<file path="src/rtl/riscv_wb_arbiter.sv">
// riscv_wb_arbiter: write-back merge for register-file port W2.
// Round-robin arbitration over the multi-cycle result sources (LSU, MULT/DIV, FPU),
// one registered write per cycle, and a pending-write scoreboard for decode RAW stalls.
// Optional feature macro: DIFT_WB_TAG_EN (adds src_wtag_i / wtag_o and the tag flops).
module riscv_wb_arbiter #(
  parameter int N_SRC      = 3,
  parameter int ADDR_WIDTH = 6,
  parameter int DATA_WIDTH = 32,
  parameter int TAG_WIDTH  = 1,
  parameter int NUM_REGS   = 2**ADDR_WIDTH
) (
  input  logic                                  clk,
  input  logic                                  rst_n,
  input  logic [N_SRC-1:0]                      src_valid_i,
  output logic [N_SRC-1:0]                      src_ready_o,
  input  logic [N_SRC-1:0][ADDR_WIDTH-1:0]      src_waddr_i,
  input  logic [N_SRC-1:0][DATA_WIDTH-1:0]      src_wdata_i,
`ifdef DIFT_WB_TAG_EN
  input  logic [N_SRC-1:0][TAG_WIDTH-1:0]       src_wtag_i,
  output logic [TAG_WIDTH-1:0]                  wtag_o,
`endif
  input  logic                                  alloc_valid_i,
  input  logic [ADDR_WIDTH-1:0]                 alloc_addr_i,
  output logic [ADDR_WIDTH-1:0]                 waddr_o,
  output logic [DATA_WIDTH-1:0]                 wdata_o,
  output logic                                  we_o,
  output logic [NUM_REGS-1:0]                   pending_o
);

  localparam int PW = (N_SRC > 1) ? $clog2(N_SRC) : 1;

  // Elaboration-time sanity checks on the configuration.
  if (TAG_WIDTH < 1) begin : g_bad_tag_width
    $error("riscv_wb_arbiter: TAG_WIDTH must be >= 1");
  end
  if (N_SRC < 1) begin : g_bad_n_src
    $error("riscv_wb_arbiter: N_SRC must be >= 1");
  end

  logic [PW-1:0]       ptr;
  logic [PW-1:0]       gnt_idx;
  logic                gnt_any;
  logic [N_SRC-1:0]    grant;
  logic [PW-1:0]       ptr_nxt;
  logic [NUM_REGS-1:0] pending;
  logic [NUM_REGS-1:0] pending_nxt;

  // Round-robin pick: first valid source at or after ptr, wrapping past N_SRC-1.
  always_comb begin
    int idx;
    gnt_any = 1'b0;
    gnt_idx = '0;
    grant   = '0;
    idx     = 0;
    for (int k = 0; k < N_SRC; k++) begin
      idx = int'(ptr) + k;
      if (idx >= N_SRC) idx = idx - N_SRC;
      if (!gnt_any && src_valid_i[idx]) begin
        gnt_any    = 1'b1;
        gnt_idx    = PW'(idx);
        grant      = '0;
        grant[idx] = 1'b1;
      end
    end
  end

  // Ready is forced low while reset is held so no source believes it was accepted.
  assign src_ready_o = rst_n ? grant : '0;

  // Next pointer is one past the winner; a wrap is explicit since N_SRC need not be a power of two.
  assign ptr_nxt = (gnt_idx == PW'(N_SRC - 1)) ? '0 : gnt_idx + PW'(1);

  // Pointer advances only on a grant.
  always_ff @(posedge clk) begin
    if (!rst_n)       ptr <= '0;
    else if (gnt_any) ptr <= ptr_nxt;
  end

  // Output stage: drains every cycle; a write to x0 is accepted but never enabled.
  always_ff @(posedge clk) begin
    if (!rst_n) begin
      we_o    <= 1'b0;
      waddr_o <= '0;
      wdata_o <= '0;
    end else if (gnt_any) begin
      we_o    <= |src_waddr_i[gnt_idx];
      waddr_o <= src_waddr_i[gnt_idx];
      wdata_o <= src_wdata_i[gnt_idx];
    end else begin
      we_o    <= 1'b0;
    end
  end

`ifdef DIFT_WB_TAG_EN
  // Tag travels with the data, same load condition and reset value.
  always_ff @(posedge clk) begin
    if (!rst_n)       wtag_o <= '0;
    else if (gnt_any) wtag_o <= src_wtag_i[gnt_idx];
  end
`endif

  // Scoreboard next state: clear on the write edge, then set so a younger alloc wins; x0 never pends.
  always_comb begin
    pending_nxt = pending;
    if (we_o)          pending_nxt[waddr_o]      = 1'b0;
    if (alloc_valid_i) pending_nxt[alloc_addr_i] = 1'b1;
    pending_nxt[0] = 1'b0;
  end

  // Scoreboard register.
  always_ff @(posedge clk) begin
    if (!rst_n) pending <= '0;
    else        pending <= pending_nxt;
  end

  assign pending_o = pending;

endmodule

</file>
<file path="config.mk">
export PLATFORM = sky130hd
export DESIGN_NAME = riscv_wb_arbiter
export DESIGN_NICKNAME = d
export VERILOG_FILES = /design/src/rtl/riscv_wb_arbiter.sv
export SDC_FILE = /design/constraint.sdc
export NUM_CORES = 1
export LEC_CHECK = 0
export ABC_AREA = 0
export BUFFER_PORTS_ARGS = -buffer_cell sky130_fd_sc_hd__buf_2
export CAP_MARGIN = 20
export CELL_PAD_IN_SITES_DETAIL_PLACEMENT = 1
export CELL_PAD_IN_SITES_GLOBAL_PLACEMENT = 1
export CORE_ASPECT_RATIO = 0.5
export CORE_MARGIN = 2
export CORE_UTILIZATION = 30
export CTS_CLUSTER_DIAMETER = 100
export DETAILED_ROUTE_END_ITERATION = 7
export GPL_TIMING_DRIVEN = 0
export PLACE_DENSITY_LB_ADDON = 0.1
export SLEW_MARGIN = 10
export SYNTH_ARGS = -nofsm -noshare
export SYNTH_HDL_FRONTEND = slang
export SYNTH_SLANG_ARGS = --single-unit
</file>
<file path="constraint.sdc">
create_clock -name clk -period 2.44 [get_ports clk]
set_input_delay 0.488 -clock clk [delete_from_list [all_inputs] [get_ports clk]]
set_output_delay 0.488 -clock clk [all_outputs]
set_load 0.05 [all_outputs]
</file>
## Yosys cells after proc, flatten, opt, wreduce, memory -nomap -nowiden

Index checks and enable logic that the tools add are counted.

| operators by class | value |
|---|---|
| multipliers | 0 |
| multiplexer cells | 39 |
| shift operators | 0 |
| divide/modulo/power cells | 0 |
| add/subtract/negate cells | 6 |
| equality and inequality tests | 1 |
| magnitude comparators | 14 |
| reduce and logical (&&, ||, !) cells | 11 |
| bitwise operators | 3 |

Operator list:

| operator | number |
|---|---|
| 32-bit 2-to-1 mux | 4 |
| 64-bit 2-to-1 mux | 2 |
| 32-bit by 1-bit greater-or-equal comparator with 1-bit output, second input constant | 3 |
| 32-bit by 4-bit less-than comparator with 1-bit output, second input constant | 3 |
| 64-bit AND | 1 |
| 32-bit binary-select mux with 2-bit select | 1 |
| 64-bit NOT | 1 |
| 64-bit OR | 1 |
| 6-bit by 7-bit less-than comparator with 1-bit output, second input constant | 2 |
| 1-bit 2-to-1 mux | 14 |
| 6-bit binary-select mux with 2-bit select | 1 |
| 1-bit demux with 6-bit select | 2 |
| 6-bit by 1-bit greater-or-equal comparator with 1-bit output, second input constant | 2 |
| 3-bit 2-to-1 mux | 4 |
| 2-bit 2-to-1 mux | 4 |
| 3-bit by 2-bit subtractor with 4-bit output, second input constant | 2 |
| 1-bit logical AND | 7 |
| 1-bit binary-select mux with 2-bit select | 3 |
| 1-bit demux with 2-bit select | 3 |
| 3-bit by 2-bit greater-or-equal comparator with 1-bit output, second input constant | 2 |
| 6-bit 2-to-1 mux | 1 |
| 6-bit OR reduction | 1 |
| 2-bit by 1-bit adder with 3-bit output, second input constant | 1 |
| 2-bit by 2-bit adder with 3-bit output, second input constant | 1 |
| 7 further kinds | 8 |

| storage, ports and cells | value |
|---|---|
| bits of input ports | 126 |
| memory bits (writable) | 0 |
| bits in latches | 0 |
| memories kept | 0 |
| register bits after elaboration | 105 |
| output and inout port bits | 106 |
| word-level logic and storage cells | 80 |
| memory bits (read-only) | 0 |

## Depth between registers and ports, before layout

| logic depth | value |
|---|---|
| depth in word-level cells | 15 |
| depth in mapped cells | 12 |
| gate-level depth less buffers | 9 |

## Least setup slack after synthesis

No wires, ideal clock.

| timing | value |
|---|---|
| kind | register to output |
| start | reg ptr[0] |
| end | out src_ready_o[1] |
| setup slack | -0.626 ns |
| data required time | 1.952 ns |
| stages on the path, launching flop included | 11 |
| arrival | 2.578 ns |
| path through | dfxtp_1 inv_1 ha_1 buf_2 mux2i_1 and3_1 clkbuf_1 o22ai_2 buf_6 buf_4 nor2_1 |

| on the way | value |
|---|---|
| word-level cells in the longest chain between the ends | 13 |

RTL lines:

| what | RTL line | text |
|---|---|---|
| start, declared | 40 | `logic [PW-1:0] ptr;` |
| start signal, assigned | 76 | `else if (gnt_any) ptr <= ptr_nxt;` |
| branches (longest 11 deep; another with 32-bit by 1-bit greater-or-equal comparator with 1-bit output) | - |  |
| 3-bit 2-to-1 mux (*) | 58 | `if (!gnt_any && src_valid_i[idx]) begin` |
| 3-bit 2-to-1 mux (*) | 68 | `assign src_ready_o = rst_n ? grant : '0;` |
| end, declared | 15 | `output logic [N_SRC-1:0] src_ready_o,` |

Mark *: on every way between the ends. The select of a mux whose other input is x is not followed.

## Worst setup path after layout

Ends and elaborated chain as after synthesis.

==> flow_metrics.env <==
export IMPL_outcome="complete, but fails checks"
export IMPL_violations="negative setup slack"
export IMPL_holdBufCountCts=0
export IMPL_async_flop_share=0
export IMPL_synth_common_cells="a21oi_1 (110), dfxtp_1 (104), nand2_1 (76)"
export IMPL_clock_path_buffers=2
export IMPL_synth_top_cell_area_share=0.4122
export IMPL_clkTransAtPathRegs_ns=0.07
export IMPL_synth_largest_area_cell="dfxtp_1"
export IMPL_min_to="pending_o[36]"
export IMPL_report_final_slew_viol_count=0
export IMPL_synth_edf_count=0
export IMPL_drt_iter0_drc=237
export IMPL_r2r_slack_ns=-0.34
export IMPL_synthMostInstantiatedCell="a21oi_1"
export IMPL_synth_cell_types=47
export IMPL_rows=33
export IMPL_min_period_over_period=1.148
export IMPL_post_route_cells_drive_above_1_share=0.3880
export IMPL_grt_first_pass_wirelength_um=31920
export IMPL_grt_pass1_vias=5696
export IMPL_setup_viol=36
export IMPL_grt_max_degree=19
export IMPL_synth_flop_cell="dfxtp_1"
export IMPL_syn_area_per_cell_um2=8.082
export IMPL_endpoint_kind="output pin"
export IMPL_worst_slew_pin_slew_ns=1.005
export IMPL_htreeDepth=3
export IMPL_ys_seq_elements=104
export IMPL_cap_violations=0
export IMPL_synthToLayoutAreaGrowth_pct=49.10
export IMPL_rsz0062_at_grt="true"
export IMPL_antenna_found_initial=1
export IMPL_worst_slack_ns=-0.3614
export IMPL_p_leak_nw=3.389
export IMPL_reg2reg_from="ptr[0]"
export IMPL_io_buffers=228
export IMPL_n_antenna_cell=0
export IMPL_cp_slowest_cell="dfxtp_4"
export IMPL_syn_nets=755
export IMPL_die_h_um=95.75
export IMPL_min_path_type="reg2reg"
export IMPL_die_w_um=187.5
export IMPL_drt_vias_per_instance=5.031
export IMPL_pin_count=232
export IMPL_cts_tree="yes"
export IMPL_netlist_top_cells_area="dfxtp_1 (41%), a21oi_1 (11%), mux2i_1 (8.5%)"
export IMPL_grt_overflow=0
export IMPL_r2r_end="wdata_o[17]"
export IMPL_syn_area_um2=5051
export IMPL_dr_pass1_iters=4
export IMPL_worstPathCellList="inv_4 -> ha_4 -> mux2i_2 -> o22a_1 -> and3_4 -> o22ai_4 -> buf_6 -> buf_12 -> nor2_4 -> buf_8"
export IMPL_fp_coreArea_um2=16430
export IMPL_hold_viol_final=0
export IMPL_grt_usage=0.2313
export IMPL_hpwlAfterDp_um=14880
export IMPL_crit_fanout=4
export IMPL_slew_headroom=0.3287
export IMPL_hold_ws_ns=0.4756
export IMPL_yosysSeqAreaShare=0.4122
export IMPL_fin_total_pwr_mw=9.012
export IMPL_drc=0
export IMPL_max_stage_delay_ns=0.37
export IMPL_power_density_nw_per_um2=1197
export IMPL_clkLatencyLatePin_ns=0.35
export IMPL_fin_skew_ns=0.01485
export IMPL_final_net_count=1023
export IMPL_fmax_ghz=0.3570
export IMPL_yosysWarnings=0
export IMPL_fin_crit_ns=2.801
export IMPL_cp_required_ns=1.95
export IMPL_num_vias=5655
export IMPL_initial_utilization=0.3074
export IMPL_place_congestion=0.7868
export IMPL_min_path_cells=2
export IMPL_antenna_left=0
export IMPL_cts_sinks=104
export IMPL_root_buffer="clkbuf_16"
export IMPL_wl_um=21040
export IMPL_numCtsBuffers=9
export IMPL_synthCells=625
export IMPL_dieArea_um2=17950
export IMPL_start_kind="register"
export IMPL_crit_type="reg2out"
export IMPL_worst_r2r_path_depth=15
export IMPL_cp_arrival_ns=2.31
export IMPL_wl_per_cell_um=18.72
export IMPL_worstHoldStart="pending_o[36]"
export IMPL_ir_drop_v=0.0004987
[per-layer routing]
metal / track usage / up-vias / share of wire
li1: - / 2769 / -
met1: 0.2981 / 2690 / 0.45
met2: 0.3962 / 169 / 0.48
met3: 0.05250 / 25 / 0.056
met4: 0.06299 / 2 / 0.016
met5: 0 / - / 0.00062
[worst max path at each step]
| stage | slack (ns) | from | depth (start not counted) | to |
|---|---|---|---|---|
| floorplan | -0.13 | ptr[0] | 10 | src_ready_o[1] |
| global placement | -0.43 | ptr[1] | 9 | we_o |
| detailed placement | -0.45 | ptr[0] | 11 | src_ready_o[1] |
| CTS | -0.36 | ptr[0] | 11 | src_ready_o[1] |
| global route | -0.43 | ptr[0] | 10 | src_ready_o[1] |
| finish | -0.36 | ptr[0] | 10 | src_ready_o[1] |
[flip-flops by register name (all words and copies together) (netlist names)]
| name | flops |
|---|---|
| pending_o | 63 |
| ptr | 2 |
| waddr_o | 6 |
| wdata_o | 32 |
| we_o | 1 |
[final cells by class]
type / instances / area [um^2]
buffer: 43 / 296.5
tap: 227 / 284.0
inverter: 5 / 21.27
fill: 2003 / 8902
clock buffer: 9 / 225.2
sequential: 104 / 2090
timing repair buffer: 258 / 1461
clock inverter: 6 / 97.59
multi-input combinational: 472 / 3055
[cell usage in the layout, fill, tap and decap left out, types with 3 or more instances in the layout]
cell	instances
nor2b_1	7
buf_4	23
a21o_1	3
buf_8	6
or3_1	3
mux2i_4	9
a21oi_2	11
a22oi_1	3
and3b_1	4
nand3b_1	3
buf_12	6
buf_6	10
mux2i_2	4
nor3_1	6
clkbuf_16	9
nor2_4	3
mux2i_1	30
nor2_1	50
o21ai_0	64
a211o_1	4
a22o_1	33
nand2_1	76
a21oi_1	98
buf_2	228
clkbuf_1	19
nand2b_1	4
nand3_1	14
nor3b_1	3
clkbuf_2	7
dfxtp_1	102
[worst max-delay path, delay by kind of cell (launching register included)]
kind,cells,cell delay (ns)
buffers and inverters,4,0.45
adder cells (fa/ha/maj),1,0.29
flip-flops,1,0.37
AND/OR/NAND/NOR,2,0.31
multiplexers,1,0.28
AO/OA/AOI/OAI,2,0.26
[metrics by stage]
step | setup TNS, ns | utilization | std cells | setup slack [ns] | area (um^2)
floorplan | -0.1285 | - | 625 | -0.1285 | 5102
global placement | -13.34 | 0.3972 | 1080 | -0.4309 | 6528
detailed placement | -14.46 | 0.3983 | 1081 | -0.4514 | 6545
CTS | -6.540 | 0.4468 | 1115 | -0.3580 | 7342
global route | -10.61 | 0.4583 | 1124 | -0.4292 | 7531
finish | -7.136 | 0.4583 | 1124 | -0.3614 | 7531
[cell families after synthesis]
logic type	share of synthesized area
compound gates	0.2774
other cells	0.0007424
mux	0.08744
simple gates	0.1670
fa+ha+maj	0.009909
flops	0.4122
buf+inv	0.04533
[report_power, final]
group | switching (mW) | leakage [nW] | total [mW] | internal (mW)
registers | 0.187 | 0.851 | 2.17 | 1.99
logic | 3.15 | 2.38 | 5.23 | 2.08
clock network | 0.698 | 0.158 | 1.61 | 0.912
[repair_timing]
item / in CTS / in global routing
pin swaps: 24 / 27
endpoints found under the setup margin: 44 / 44
gates resized for setup: 75 / 46
buffers inserted: 18 / 13
gates cloned: 2 / 0
No activity file was read; power rests on OpenSTA's default activity.
